[src/rtl/instruction_fetch_unit_pkg.sv]
// Shared definitions for the fetch stage of the 32-bit pipelined MIPS core.
//   NOP_INSTR        : encoding loaded into IF/ID as a bubble (sll $0,$0,0)
//   RESET_PC_DEFAULT : default PC after reset
//   OPCODE_/FUNCT_*  : bit positions of the fields decoded by the control unit
//   JUMP_INDEX_MSB   : top bit of the J-type 26-bit instruction index
//   fetch_state_e    : fetch FSM states (memory ready / waiting on memory)
package instruction_fetch_unit_pkg;

  localparam logic [31:0] NOP_INSTR        = 32'h0000_0000;
  localparam logic [31:0] RESET_PC_DEFAULT = 32'h0000_0000;

  localparam int unsigned OPCODE_MSB     = 31;
  localparam int unsigned OPCODE_LSB     = 26;
  localparam int unsigned FUNCT_MSB      = 5;
  localparam int unsigned FUNCT_LSB      = 0;
  localparam int unsigned JUMP_INDEX_MSB = 25;

  typedef enum logic {
    StRun  = 1'b0,
    StWait = 1'b1
  } fetch_state_e;

endpackage

[src/rtl/instruction_fetch_unit_if.sv]
// Harvard instruction-memory port.
//   ImemAddr  : fetch address (driven by the fetch unit, master)
//   ImemRdata : instruction word for ImemAddr (driven by memory, slave)
//   ImemReady : ImemRdata is valid this cycle (driven by memory, slave)
interface instruction_fetch_unit_if #(
  parameter int unsigned ADDR_WIDTH  = 32,
  parameter int unsigned INSTR_WIDTH = 32
);

  logic [ADDR_WIDTH-1:0]  ImemAddr;
  logic [INSTR_WIDTH-1:0] ImemRdata;
  logic                   ImemReady;

  modport master (
    output ImemAddr,
    input  ImemRdata,
    input  ImemReady
  );

  modport slave (
    input  ImemAddr,
    output ImemRdata,
    output ImemReady
  );

endinterface

[src/rtl/instruction_fetch_unit_if_id_reg.sv]
// IF/ID pipeline register.
//   clk_i, rst_ni : clock, synchronous active-low reset (loads a bubble)
//   stall_i       : hold current contents
//   flush_i       : load a bubble; wins over stall_i
//   load_i        : fetched word is valid; when low (and not stalled) load a bubble
//   instr_i       : fetched instruction word
//   pc_plus4_i    : address of the fetched word plus 4
//   instr_o, pc_plus4_o, valid_o : registered outputs
module if_id_reg
  import instruction_fetch_unit_pkg::*;
#(
  parameter int unsigned ADDR_WIDTH  = 32,
  parameter int unsigned INSTR_WIDTH = 32
) (
  input  logic                   clk_i,
  input  logic                   rst_ni,
  input  logic                   stall_i,
  input  logic                   flush_i,
  input  logic                   load_i,
  input  logic [INSTR_WIDTH-1:0] instr_i,
  input  logic [ADDR_WIDTH-1:0]  pc_plus4_i,
  output logic [INSTR_WIDTH-1:0] instr_o,
  output logic [ADDR_WIDTH-1:0]  pc_plus4_o,
  output logic                   valid_o
);

  logic [INSTR_WIDTH-1:0] instr_q, instr_d;
  logic [ADDR_WIDTH-1:0]  pc_plus4_q, pc_plus4_d;
  logic                   valid_q, valid_d;

  always_comb begin
    instr_d    = instr_q;
    pc_plus4_d = pc_plus4_q;
    valid_d    = valid_q;
    if (flush_i || (!stall_i && !load_i)) begin
      instr_d    = INSTR_WIDTH'(NOP_INSTR);
      pc_plus4_d = '0;
      valid_d    = 1'b0;
    end else if (!stall_i) begin
      instr_d    = instr_i;
      pc_plus4_d = pc_plus4_i;
      valid_d    = 1'b1;
    end
  end

  always_ff @(posedge clk_i) begin
    if (!rst_ni) begin
      instr_q    <= INSTR_WIDTH'(NOP_INSTR);
      pc_plus4_q <= '0;
      valid_q    <= 1'b0;
    end else begin
      instr_q    <= instr_d;
      pc_plus4_q <= pc_plus4_d;
      valid_q    <= valid_d;
    end
  end

  assign instr_o    = instr_q;
  assign pc_plus4_o = pc_plus4_q;
  assign valid_o    = valid_q;

endmodule

[src/rtl/instruction_fetch_unit.sv]
// Fetch stage plus IF/ID register of the pipelined MIPS core.
//   CLK, RST          : clock, synchronous active-low reset
//   StallF, StallD    : hazard-unit holds for the PC and the IF/ID register
//   FlushD            : load a bubble into IF/ID
//   PCSrcD, PCBranchD : taken branch and its target, resolved in Decode
//   JumpD             : instruction in Decode is J (target built from InstrD)
//   imem              : instruction-memory port (ImemAddr/ImemRdata/ImemReady)
//   PCF               : current fetch PC
//   InstrD, PCPlus4D, ValidD, OpcodeD, FunctD : decode-stage view of IF/ID
// Optional macro FETCH_PERF_CNT_EN adds FetchCnt/BubbleCnt performance counters.
// ADDR_WIDTH is expected to be 32: the jump target concatenation is 32 bits wide.
module instruction_fetch_unit
  import instruction_fetch_unit_pkg::*;
#(
  parameter int unsigned          ADDR_WIDTH  = 32,
  parameter int unsigned          INSTR_WIDTH = 32,
  parameter logic [ADDR_WIDTH-1:0] RESET_PC   = RESET_PC_DEFAULT
) (
  input  logic                     CLK,
  input  logic                     RST,
  input  logic                     StallF,
  input  logic                     StallD,
  input  logic                     FlushD,
  input  logic                     PCSrcD,
  input  logic [ADDR_WIDTH-1:0]    PCBranchD,
  input  logic                     JumpD,
  instruction_fetch_unit_if.master imem,
  output logic [ADDR_WIDTH-1:0]    PCF,
  output logic [INSTR_WIDTH-1:0]   InstrD,
  output logic [ADDR_WIDTH-1:0]    PCPlus4D,
  output logic [5:0]               OpcodeD,
  output logic [5:0]               FunctD,
  output logic                     ValidD
`ifdef FETCH_PERF_CNT_EN
  ,
  output logic [31:0]              FetchCnt,
  output logic [31:0]              BubbleCnt
`endif
);

  fetch_state_e state_q, state_d;
  logic [ADDR_WIDTH-1:0] pc_q, pc_d, pc_plus4, jump_target, redirect_target;
  logic redirect, fetch_ok, flush_if_id;

  assign pc_plus4        = pc_q + ADDR_WIDTH'(4);  // wraps modulo 2^ADDR_WIDTH
  assign jump_target     = {PCPlus4D[ADDR_WIDTH-1 -: 4], InstrD[JUMP_INDEX_MSB:0], 2'b00};
  assign redirect        = PCSrcD | JumpD;
  assign redirect_target = PCSrcD ? PCBranchD : jump_target;
  assign flush_if_id     = FlushD | redirect;

  // FSM: state register
  always_ff @(posedge CLK) begin
    if (!RST) begin
      state_q <= StRun;
    end else begin
      state_q <= state_d;
    end
  end

  // FSM: next state; StallF freezes it
  always_comb begin
    state_d = state_q;
    if (!StallF) begin
      unique case (state_q)
        StRun:   if (!imem.ImemReady) state_d = StWait;
        StWait:  if (imem.ImemReady)  state_d = StRun;
        default: state_d = StRun;
      endcase
    end
  end

  // FSM: outputs. In either state a word is consumed only on a ready cycle;
  // WAIT records that the fetch at PCF is still outstanding.
  always_comb begin
    fetch_ok = 1'b0;
    unique case (state_q)
      StRun:   fetch_ok = imem.ImemReady;
      StWait:  fetch_ok = imem.ImemReady;
      default: fetch_ok = 1'b0;
    endcase
  end

  // Next PC: a redirect is taken even while memory is not ready.
  always_comb begin
    pc_d = pc_q;
    if (StallF) begin
      pc_d = pc_q;
    end else if (redirect) begin
      pc_d = redirect_target;
    end else if (fetch_ok) begin
      pc_d = pc_plus4;
    end
  end

  always_ff @(posedge CLK) begin
    if (!RST) begin
      pc_q <= RESET_PC;
    end else begin
      pc_q <= pc_d;
    end
  end

  if_id_reg #(
    .ADDR_WIDTH  (ADDR_WIDTH),
    .INSTR_WIDTH (INSTR_WIDTH)
  ) u_if_id_reg (
    .clk_i      (CLK),
    .rst_ni     (RST),
    .stall_i    (StallD),
    .flush_i    (flush_if_id),
    .load_i     (fetch_ok),
    .instr_i    (imem.ImemRdata),
    .pc_plus4_i (pc_plus4),
    .instr_o    (InstrD),
    .pc_plus4_o (PCPlus4D),
    .valid_o    (ValidD)
  );

  assign PCF           = pc_q;
  assign imem.ImemAddr = pc_q;
  assign OpcodeD       = InstrD[OPCODE_MSB:OPCODE_LSB];
  assign FunctD        = InstrD[FUNCT_MSB:FUNCT_LSB];

`ifdef FETCH_PERF_CNT_EN
  logic [31:0] fetch_cnt_q, bubble_cnt_q;
  logic        load_valid, load_bubble;

  // Mirror the IF/ID priority: flush wins, stall holds (counts nothing).
  assign load_valid  = !flush_if_id && !StallD && fetch_ok;
  assign load_bubble = flush_if_id || (!StallD && !fetch_ok);

  always_ff @(posedge CLK) begin
    if (!RST) begin
      fetch_cnt_q  <= '0;
      bubble_cnt_q <= '0;
    end else begin
      if (load_valid)  fetch_cnt_q  <= fetch_cnt_q + 32'd1;
      if (load_bubble) bubble_cnt_q <= bubble_cnt_q + 32'd1;
    end
  end

  assign FetchCnt  = fetch_cnt_q;
  assign BubbleCnt = bubble_cnt_q;
`endif

endmodule

[src/flat_wrapper.sv]
// flat-port wrapper written by rule: the top's interface ports become plain ports
module instruction_fetch_unit_flat import instruction_fetch_unit_pkg::*;
#(
  parameter int unsigned          ADDR_WIDTH  = 32,
  parameter int unsigned          INSTR_WIDTH = 32,
  parameter logic [ADDR_WIDTH-1:0] RESET_PC   = RESET_PC_DEFAULT
)
  (CLK, RST, StallF, StallD, FlushD, PCSrcD, PCBranchD, JumpD, PCF, InstrD, PCPlus4D, OpcodeD, FunctD, ValidD, imem_ImemAddr, imem_ImemRdata, imem_ImemReady);
  instruction_fetch_unit_if #(.ADDR_WIDTH(ADDR_WIDTH), .INSTR_WIDTH(INSTR_WIDTH)) imem_i ();
  input  logic CLK;
  input  logic RST;
  input  logic StallF;
  input  logic StallD;
  input  logic FlushD;
  input  logic PCSrcD;
  input  logic [ADDR_WIDTH-1:0] PCBranchD;
  input  logic JumpD;
  output logic [ADDR_WIDTH-1:0] PCF;
  output logic [INSTR_WIDTH-1:0] InstrD;
  output logic [ADDR_WIDTH-1:0] PCPlus4D;
  output logic [5:0] OpcodeD;
  output logic [5:0] FunctD;
  output logic ValidD;
  output wire logic [$bits(imem_i.ImemAddr)-1:0] imem_ImemAddr;
  input wire logic [$bits(imem_i.ImemRdata)-1:0] imem_ImemRdata;
  input wire logic [$bits(imem_i.ImemReady)-1:0] imem_ImemReady;
  assign imem_ImemAddr = imem_i.ImemAddr;
  assign imem_i.ImemRdata = imem_ImemRdata;
  assign imem_i.ImemReady = imem_ImemReady;
  instruction_fetch_unit #(.ADDR_WIDTH(ADDR_WIDTH), .INSTR_WIDTH(INSTR_WIDTH), .RESET_PC(RESET_PC)) u_core (.CLK(CLK), .RST(RST), .StallF(StallF), .StallD(StallD), .FlushD(FlushD), .PCSrcD(PCSrcD), .PCBranchD(PCBranchD), .JumpD(JumpD), .imem(imem_i), .PCF(PCF), .InstrD(InstrD), .PCPlus4D(PCPlus4D), .OpcodeD(OpcodeD), .FunctD(FunctD), .ValidD(ValidD));
endmodule
[config.mk]
export PLATFORM = sky130hd
export DESIGN_NAME = instruction_fetch_unit_flat
export DESIGN_NICKNAME = d
export VERILOG_FILES = /design/src/rtl/instruction_fetch_unit_pkg.sv /design/src/rtl/instruction_fetch_unit_if.sv /design/src/rtl/instruction_fetch_unit_if_id_reg.sv /design/src/rtl/instruction_fetch_unit.sv /design/src/flat_wrapper.sv
export SDC_FILE = /design/constraint.sdc
export NUM_CORES = 1
export LEC_CHECK = 0
export ABC_AREA = 0
export CAP_MARGIN = 20
export CORE_ASPECT_RATIO = 0.6
export CORE_MARGIN = 8
export CORE_UTILIZATION = 35
export CTS_BUF_LIST = sky130_fd_sc_hd__clkbuf_8
export DETAILED_ROUTE_END_ITERATION = 16
export HOLD_SLACK_MARGIN = 0.08
export PLACE_DENSITY = 0.76
export SYNTH_ARGS = -nofsm -noshare
export SYNTH_HDL_FRONTEND = slang
export SYNTH_SLANG_ARGS = --single-unit
[constraint.sdc]
create_clock -name CLK -period 2.29 [get_ports CLK]
set_input_delay 0.458 -clock CLK [delete_from_list [all_inputs] [get_ports CLK]]
set_output_delay 0.458 -clock CLK [all_outputs]
set_load 0.02 [all_outputs]
== Word level (Yosys, flattened, before mapping) ==
Cells that the tools add are included.
Word-level totals
  RAM bits: 0
  bits in registers: 97
  bits in read-only memories: 0
  output and inout port bits: 141
  word-level logic and storage cells: 19
  memories: 0
  latch bits: 0
Operators by class
  divide/modulo/power cells: 0
  shift-type cells: 0
  equal/unequal tests: 0
  reduce and logical (&&, ||, !) cells: 7
  multiply operators: 0
  multiplexer cells: 3
  $add $sub $neg: 1
  bitwise gates (word level): 4
  $lt $le $gt $ge: 0
Operators with widths (number)
  two-way mux 32 bit: 3
  adder 32 x 3 -> 32 bit, second input constant: 1
  zero test 1 bit: 2
  NOT 1 bit: 2
  bitwise OR 1 bit: 2
  AND reduction 2 bit: 1
  nonzero test 2 bit: 1
  OR reduction 2 bit: 1
  logical AND 1 bit: 1
  logical OR 1 bit: 1

== Logic depth before layout (Yosys ltp) ==
Gate-level depths: netlist of run 1.
  depth after elaboration: 4
  depth in mapped cells: 7
  depth with buffers taken out: 6

== Hierarchy ==
From an unflattened synthesis of run 1, not the netlist that was laid out.
Second synthesis, totals
  cell total of the unflattened synthesis: 677
  area total of the unflattened synthesis: 5474.0 µm²
Modules (own cells, without submodules)
  instruction_fetch_unit: instances 1, cells an instance 389, area each 2916.5 µm²
  if_id_reg: instances 1, cells an instance 288, area each 2557.5 µm²

== Least setup slack after synthesis of run 1 ==
Ideal clock, no wire load.
  path kind: register -> register
  from: register u_core.pc_q[2] (netlist: u_core.PCF[2])
  to: register u_core.pc_q[22] (netlist: u_core.PCF[22])
  stages on the path, launching flop included: 7
  path slack: 0.239 ns
  library setup time: 0.120 ns
  buffers on the path: 0
  arrival time: 1.932 ns
  cell sequence: dfxtp_1 ha_1 nand3_2 nor4_4 nor2_2 o31a_1 o31a_1
Between the ends
  longest elaborated chain between the ends: 3
RTL lines
  start, declared: line instruction_fetch_unit.sv:42  | logic [ADDR_WIDTH-1:0] pc_q, pc_d, pc_plus4, jump_target, redirect_target;
  start signal, assigned: line instruction_fetch_unit.sv:99  | pc_q <= pc_d;
  adder 32 x 3 -> 32 bit: line instruction_fetch_unit.sv:45  | assign pc_plus4 = pc_q + ADDR_WIDTH'(4);
  two-way mux 32 bit: line instruction_fetch_unit.sv:90  | end else if (fetch_ok) begin
  two-way mux 32 bit: line instruction_fetch_unit.sv:88  | end else if (redirect) begin
No other way between the ends. The select of a mux whose other input is x is not followed.
A chain may end at the register's enable or synchronous reset.

== Final worst setup path of run 1 ==
  from: register u_core.pc_q[16] (netlist: u_core.PCF[16])
  to: output PCF[16]
RTL lines
  end, declared: line flat_wrapper.sv:18  | output logic [ADDR_WIDTH-1:0] PCF;
No word-level cell between the ends.

==> out/qor.yml, run 1 <==
die:
  die_w_um: 174.3
  core_mm2: 0.01459
  pin_count: 213
  initial_core_util_pct: 36.07
  die_height_um: 111.0
  dieArea_mm2: 0.01935
  rows: 34
layout:
  finalInstanceArea_mm2: 0.007744
  num-nets-final: 898
  final_cell_mix: "clkdlybuf4s50_1 (211), dfxtp_1 (97), nor2_1 (67), buf_4 (54), nand2_1 (51)"
  finish.utilization_pct: 53.07
  drive_above_1_share_pct: 10.96
  area_growth_pct: 47.11
  antenna_cells: 0
  n_fill_cell: 1380
  final_common_cell: "clkdlybuf4s50_1"
critical_path:
  r2r-start: "u_core.PCF[5]$_SDFFE_PN0P_"
  cp.required_ns: 1.83
  crit_chain: "buf_4 -> clkdlybuf4s50_1"
  critPathArrivalTime_ns: 1.69
  worstRegToRegCells: 5
  critPathSlowestCell: "clkdlybuf4s50_1"
  cp-startpoint: "u_core.PCF[16]$_SDFFE_PN0P_"
  crit_path_end_kind: "output pin"
  r2r_end: "u_core.PCF[29]$_SDFFE_PN0P_"
  critical_path_peak_fanout: 8
  crit_type: "reg2out"
  path_buf_inv: 2
  critical-path-top-delay-family: "buffers and inverters"
  ff2ff_setup_slack_ns: 0.19
  slowest_delay_ns: 0.61
  start_kind: "register"
global_route:
  grt_usage_pct: 19.80
  grt_max_degree: 45
  antenna_found_initial: 0
  grt_pass1_wl_um: 30710
  grt-ovfl-total: 0
  grt_pass1_vias: 5394
timing:
  skew_ns: 0.01849
  rsz0062_at_grt: "false"
  clock.fmax_mhz: 464.9
  hold_viol_final: 0
  min_period_ns: 2.151
  worst_slack_ns: 0.1391
  slew_headroom_pct: 63.87
  setup_viol: 0
  worstMarginPinSlew_ns: 0.5371
  min_period_over_period_pct: 93.92
  drv_slew: 0
power_and_ir_drop:
  power.internal_mw: 2.741
  leakagePower_nw: 2.851
  ir_worst_vdd_v: 0.0002527
  sw_frac_of_total_pct: 28.79
  power.switching_mw: 1.109
  clkPwrFrac_pct: 32.2
  power.density_mw_per_mm2: 497.1
  pwr-share-seq_pct: 46.8
  comb_power_share_pct: 21.1
worst_hold_path:
  min_path_type: "reg2reg"
  worstHoldEndpoint: "u_core.u_if_id_reg.valid_o$_SDFFE_PP0N_"
  hp-start: "u_core.u_if_id_reg.valid_o$_SDFFE_PP0N_"
  holdPathStages: 2
placed_design:
  gp_congestion: 0.9511
  placedInstanceArea_mm2: 0.007532
  pre_cts_ws_ns: -0.02759
  hpwl_um: 15880
  io_buffers: 212
route:
  drt_iter0_drc: 535
  vias_per_cell: 5.304
  vias: 5452
  wl_per_cell_um: 19.64
  route.detailed.drc: 0
  drt-total-wl_um: 20190
  ant_nets: 0
  firstDrtPassIters: 5
yosys:
  synth-seq-cells: 97
  synth.distinct_cells: 61
  syn_inst: 642
  synth_flop_cell: "dfxtp_1"
  avgSynthCellArea_um2: 8.199
  async_reset_ff_share_pct: 0
  synth_area_mm2: 0.005264
  yosysWarnings: 0
  synth_nets: 715
  ys_seq_area_share_pct: 36.89
  synth_edf_count: 0
clock_network:
  path_clk_slew_ns: 0.09
  clkLatencyLatePin_ns: 0.38
  holdBufCountCts: 0
  cts_resized: 0
  clockBufferDepth: 2
  cts_tree: "done"
  cts_setup_buffers: 0
  cts.htree.levels: 3
  root_buffer: "clkbuf_8"
  cts.sinks: 97
  numCtsBuffers: 9
outcome:
  status: "complete, no violations"
run:
  cap_viol_max_count: 0
-- worst min-delay path, delay by kind of cell, from the launching register on --
kind	cells	cell delay, ns
flops	1	0.32
buf+inv	1	0.05
compound gates	1	0.05
-- cell type report --
class	count	area, µm²	area share (%)
multi-input cells	437	2735	35.32
repair buffers	268	2562	33.09
flip-flops and latches	97	1942	25.08
well taps	198	247.7	3.199
clock buffers	9	123.9	1.600
clock inverters	7	87.58	1.131
inverters	12	45.04	0.5817
-- metal layers --
metal / vias up / global-route usage (%) / part of all wire [%]
met5: - / 0 / 0
met4: 0 / 3.290 / 0.78
met3: 14 / 7.483 / 11
met2: 298 / 30.26 / 42
met1: 2541 / 26.36 / 46
li1: 2599 / - / -
-- power groups by stage --
stage	clock [mW]	combinational (mW)	sequential (mW)
global placement	0	0.803	1.84
global route	1.30	0.866	1.81
floorplan	0	0.376	1.88
finish	1.24	0.811	1.80
detailed placement	0	0.806	1.84
CTS	1.25	0.810	1.80
-- kinds of logic after synthesis --
kind of cell    Yosys count  share of synthesized area (%)
compound gates          156                          18.49
mux                      41                          7.796
flops                    97                          36.89
buf+inv                 108                          11.34
fa+ha+maj                 1                         0.2377
xor+xnor                 27                          4.493
simple gates            212                          20.75
-- registers in the layout, summed over array words and instances, names as in the netlist --
register and cells:
u_core.PCF 32, u_core.u_if_id_reg.instr_o 32, u_core.u_if_id_reg.pc_plus4_o 32, u_core.u_if_id_reg.valid_o 1
-- metrics by stage --
step	setup TNS, ns	std cells	total power, mW	hold WS [ns]
floorplan	0	642	2.253	0.5088
global placement	0	1012	2.641	0.4388
detailed placement	-0.04304	1012	2.644	0.4474
CTS	0	1028	3.863	0.4648
global route	0	1028	3.978	0.4946
finish	0	1028	3.850	0.4612
-- Yosys cell counts (3+ instances only) --
library cell	n	share of area (%)
o21a_1	4	0.57
nand3_1	17	1.6
xor2_1	12	2.0
a211o_1	3	0.50
o22ai_1	3	0.36
or3_1	4	0.48
inv_1	11	0.78
a221oi_1	3	0.50
a31oi_1	5	0.59
clkbuf_1	32	2.3
and4_1	5	0.83
buf_1	3	0.21
a21boi_0	5	0.71
and2_1	3	0.36
o31a_1	7	1.2
o21ai_0	45	4.3
clkbuf_2	4	0.38
o31ai_1	5	0.71
a21oi_1	47	4.5
a211oi_1	5	0.71
xnor2_1	15	2.5
dfxtp_1	97	37
nor2_1	67	4.8
o211ai_1	9	1.3
and3_1	10	1.2
nand4_1	18	2.1
mux2i_1	41	7.8
buf_4	46	6.6
buf_2	11	1.0
nor3_1	13	1.2
nor4_1	4	0.48
nand2_1	51	3.6
-- worst max path at each step --
stage                                                           to  slack [ns]  cells past startpoint
detailed placement                     u_core.PCF[30]$_SDFFE_PN0P_       -0.03                      6
CTS                                                        PCF[16]        0.14                      2
global route        u_core.u_if_id_reg.pc_plus4_o[29]$_SDFFE_PP0N_        0.07                      5
finish                                                     PCF[16]        0.14                      2
floorplan                              u_core.PCF[22]$_SDFFE_PN0P_        0.24                      6
global placement                       u_core.PCF[13]$_SDFFE_PN0P_        0.07                      6
(Power assumes the default switching activity.)
==> inputs of run 2 (changes only) <==
--- a/config.mk
+++ b/config.mk
@@ -6,6 +6,7 @@
 export NUM_CORES = 1
 export LEC_CHECK = 0
 export ABC_AREA = 0
+export ABC_CLOCK_PERIOD_IN_PS = 2290
 export CAP_MARGIN = 20
 export CORE_ASPECT_RATIO = 0.6
 export CORE_MARGIN = 8
==> results of run 2 <==
Same layout as run 1: the final DEF is identical, and so are final timing and power.
==> inputs of run 3 (changes only) <==
--- a/config.mk
+++ b/config.mk
@@ -10,11 +10,11 @@
 export CAP_MARGIN = 20
 export CORE_ASPECT_RATIO = 0.6
 export CORE_MARGIN = 8
-export CORE_UTILIZATION = 35
+export CORE_UTILIZATION = 45
 export CTS_BUF_LIST = sky130_fd_sc_hd__clkbuf_8
 export DETAILED_ROUTE_END_ITERATION = 16
 export HOLD_SLACK_MARGIN = 0.08
-export PLACE_DENSITY = 0.76
+export PLACE_DENSITY = 0.92
 export SYNTH_ARGS = -nofsm -noshare
 export SYNTH_HDL_FRONTEND = slang
 export SYNTH_SLANG_ARGS = --single-unit
==> constraint.sdc (replaced) <==
create_clock -name CLK -period 2.29 [get_ports CLK]
set_input_delay 0.3435 -clock CLK [delete_from_list [all_inputs] [get_ports CLK]]
set_output_delay 0.3435 -clock CLK [all_outputs]
set_load 0.02 [all_outputs]
==> run 3 against run 2 <==
  * Largest cell class unchanged
  * Cell count decreased by 4.7%
  * Non-clock buffer count shrank 9
  * Critical endpoint is now u_core.PCF[28]$_SDFFE_PN0P_
  * Flip-flop and latch count did not move
  * Sequential share of layout area is 0.40 points higher
  * Power down 0.26%
  * Combinational power decreased by 2%
  * Sequential power is essentially flat
  * Cell area decreased by 1.6%
  * Largest power group unchanged
  * Register-to-register slack gained 0.03 ns
  * Core utilization is 14 points higher
==> out/qor.yml, run 3 (synthesized netlist as in run 1, its figures left out) <==
outcome:
  status: "complete, no violations"
clock_network:
  cts.sinks: 97  # unchanged
  holdBufCountCts: 0  # unchanged
  cts.htree.levels: 3  # unchanged
  cts_resized: 0  # unchanged
  root_buffer: "clkbuf_8"
  path_clk_slew_ns: 0.09  # about the same
  clkLatencyLatePin_ns: 0.37  # about the same
  cts_tree: "done"
  cts_setup_buffers: 0  # unchanged
  clockBufferDepth: 2  # unchanged
  numCtsBuffers: 9  # unchanged
placed_design:
  hpwl_um: 15020  # -5.4%
  dp_cells: 965  # -4.6%
  gp_congestion: 0.9371  # -1.5%
  io_buffers: 212  # unchanged
global_route:
  grt_max_degree: 45  # unchanged
  antenna_found_initial: 1  # +1
  grt_pass1_wl_um: 29260  # -4.7%
  grt_pass1_vias: 5299  # -1.8%
  grt_usage_pct: 23.78  # +4.0 points
  grt-ovfl-total: 0  # unchanged
critical_path:
  crit_path_end_kind: "register"
  cp-startpoint: "u_core.PCF[11]$_SDFFE_PN0P_"
  critical_path_peak_fanout: 8  # unchanged
  critPathSlowestCell: "dfxtp_1"
  critPathArrivalTime_ns: 2.33  # +0.64 ns
  crit_chain: "nand2_1 -> nor3_2 -> nand4_1 -> and3_1 -> a211o_1"
  slowest_delay_ns: 0.49  # -0.12 ns
  crit_type: "reg2reg"
  cp.required_ns: 2.55  # +0.72 ns
  path_buf_inv: 0  # -2
  start_kind: "register"
  r2r-start: "u_core.PCF[11]$_SDFFE_PN0P_"
  critical-path-top-delay-family: "simple AND/OR/NAND/NOR gates"
power_and_ir_drop:
  power.density_mw_per_mm2: 503.9  # +1.3%
  power.internal_mw: 2.760  # +0.69%
  p_total_mw: 3.840  # -0.26%
  pwr-share-seq_pct: 46.9  # about the same
  comb_power_share_pct: 20.7  # -0.4 points
  leakagePower_nw: 2.798  # -1.9%
  sw_frac_of_total_pct: 28.12  # -0.68 points
  power.switching_mw: 1.080  # -2.6%
  ir_worst_vdd_v: 0.0002680  # +6.0%
  clkPwrFrac_pct: 32.4  # +0.2 points
route:
  route.detailed.drc: 0  # unchanged
  met1_length_um: 7680  # -18%
  wl_per_cell_um: 19.63  # about the same
  dr.max_layer_used: "met5"
  route.met3.wl_um: 2689  # +23%
  vias_per_cell: 5.670  # +6.9%
  ant_nets: 0  # unchanged
  vias: 5557  # +1.9%
  met2_length_um: 8584  # +0.92%
  drt_iter0_drc: 533  # -0.37%
  drt-total-wl_um: 19240  # -4.7%
  firstDrtPassIters: 5  # unchanged
timing:
  rsz0062_at_grt: "false"
  clock.fmax_mhz: 482.9  # +3.9%
  skew_ns: 0.009948  # -0.008540 ns
  min_period_ns: 2.071  # -0.08016 ns
  hold_viol_final: 0  # unchanged
  worstMarginPinSlew_ns: 0.5323  # -0.004766 ns
  whs_ns: 0.4565  # -0.004751 ns
  min_period_over_period_pct: 90.42  # -3.5 points
  fin_setup_tns_ns: 0  # unchanged
  drv_slew: 0  # unchanged
  slew_headroom_pct: 64.51  # +0.65 points
  setup_viol: 0  # unchanged
worst_hold_path:
  min_path_type: "reg2reg"
  hp-start: "u_core.u_if_id_reg.valid_o$_SDFFE_PP0N_"
layout:
  fin_cells: 980  # -4.7%
  area_growth_pct: 44.78
  final_common_cell: "clkdlybuf4s50_1"
  final_cell_mix: "clkdlybuf4s50_1 (211), dfxtp_1 (97), nor2_1 (67), nand2_1 (51)"
  drive_above_1_share_pct: 10.00  # -0.96 points
  antenna_cells: 0  # unchanged
  num-nets-final: 889  # -1.0%
die:
  rows: 30  # -12%
  die_w_um: 155.6  # -11%
  initial_core_util_pct: 46.43  # +10 points
  dieArea_mm2: 0.01553  # -20%
  pin_count: 213  # unchanged
  core_mm2: 0.01134  # -22%
  die_height_um: 99.78  # -10%
run:
  cap_viol_max_count: 0  # unchanged
==> run 3: cell count changes in the layout (fill, tap and decap cells not counted), sizes merged <==
| cell | delta |
|---|---|
| clkbuf | +1 |
| buf | -9 |
| inv | -2 |
==> run 3: layer usage <==
layer / vias to the layer above / GRT usage (%)
met2: 366 / 38.20
li1: 2585 / -
met4: 2 / 5.119
met3: 41 / 9.610
met5: - / 0
met1: 2563 / 29.49
==> run 3: final cells by class <==
cell class | count | area [µm²]
sequential | 97 | 1942
clock buffer | 10 | 137.6
inverter | 12 | 45.04
multi-input combinational | 437 | 2734
fill | 925 | 3715
clock inverter | 5 | 80.08
timing repair buffer | 259 | 2482
tap | 160 | 200.2
==> run 3: per-stage QoR <==
stage               worst slack, ns  util (%)  instance area, µm²
floorplan                    0.2387         -                5264
detailed placement          0.04662     65.31                7403
finish                       0.2193     67.23                7621
CTS                          0.2790     67.23                7621
global placement             0.1252     65.31                7403
global route                0.09540     67.23                7621
==> run 3: power groups by stage <==
stage	combinational, mW	sequential (mW)	clock [mW]
5_1_grt	0.843	1.81	1.33
6_report	0.794	1.80	1.24
4_1_cts	0.790	1.80	1.26
3_3_place_gp	0.774	1.84	0
2_1_floorplan	0.376	1.88	0
3_5_place_dp	0.785	1.84	0
==> run 3: worst register-to-register path: cells and delay by family, from the launching register on <==
| kind | cells | cell delay [ns] |
|---|---|---|
| simple gates | 4 | 1.21 |
| flops | 1 | 0.49 |
| compound gates | 1 | 0.25 |
==> run 3: worst paths after layout <==
kind	cells after the start	to	slack, ns
setup / recovery	5	u_core.PCF[28]$_SDFFE_PN0P_	0.22
hold / removal	2	u_core.u_if_id_reg.valid_o$_SDFFE_PP0N_	0.46
setup reg to reg	5	u_core.PCF[28]$_SDFFE_PN0P_	0.22
hold reg to reg	2	u_core.u_if_id_reg.valid_o$_SDFFE_PP0N_	0.46
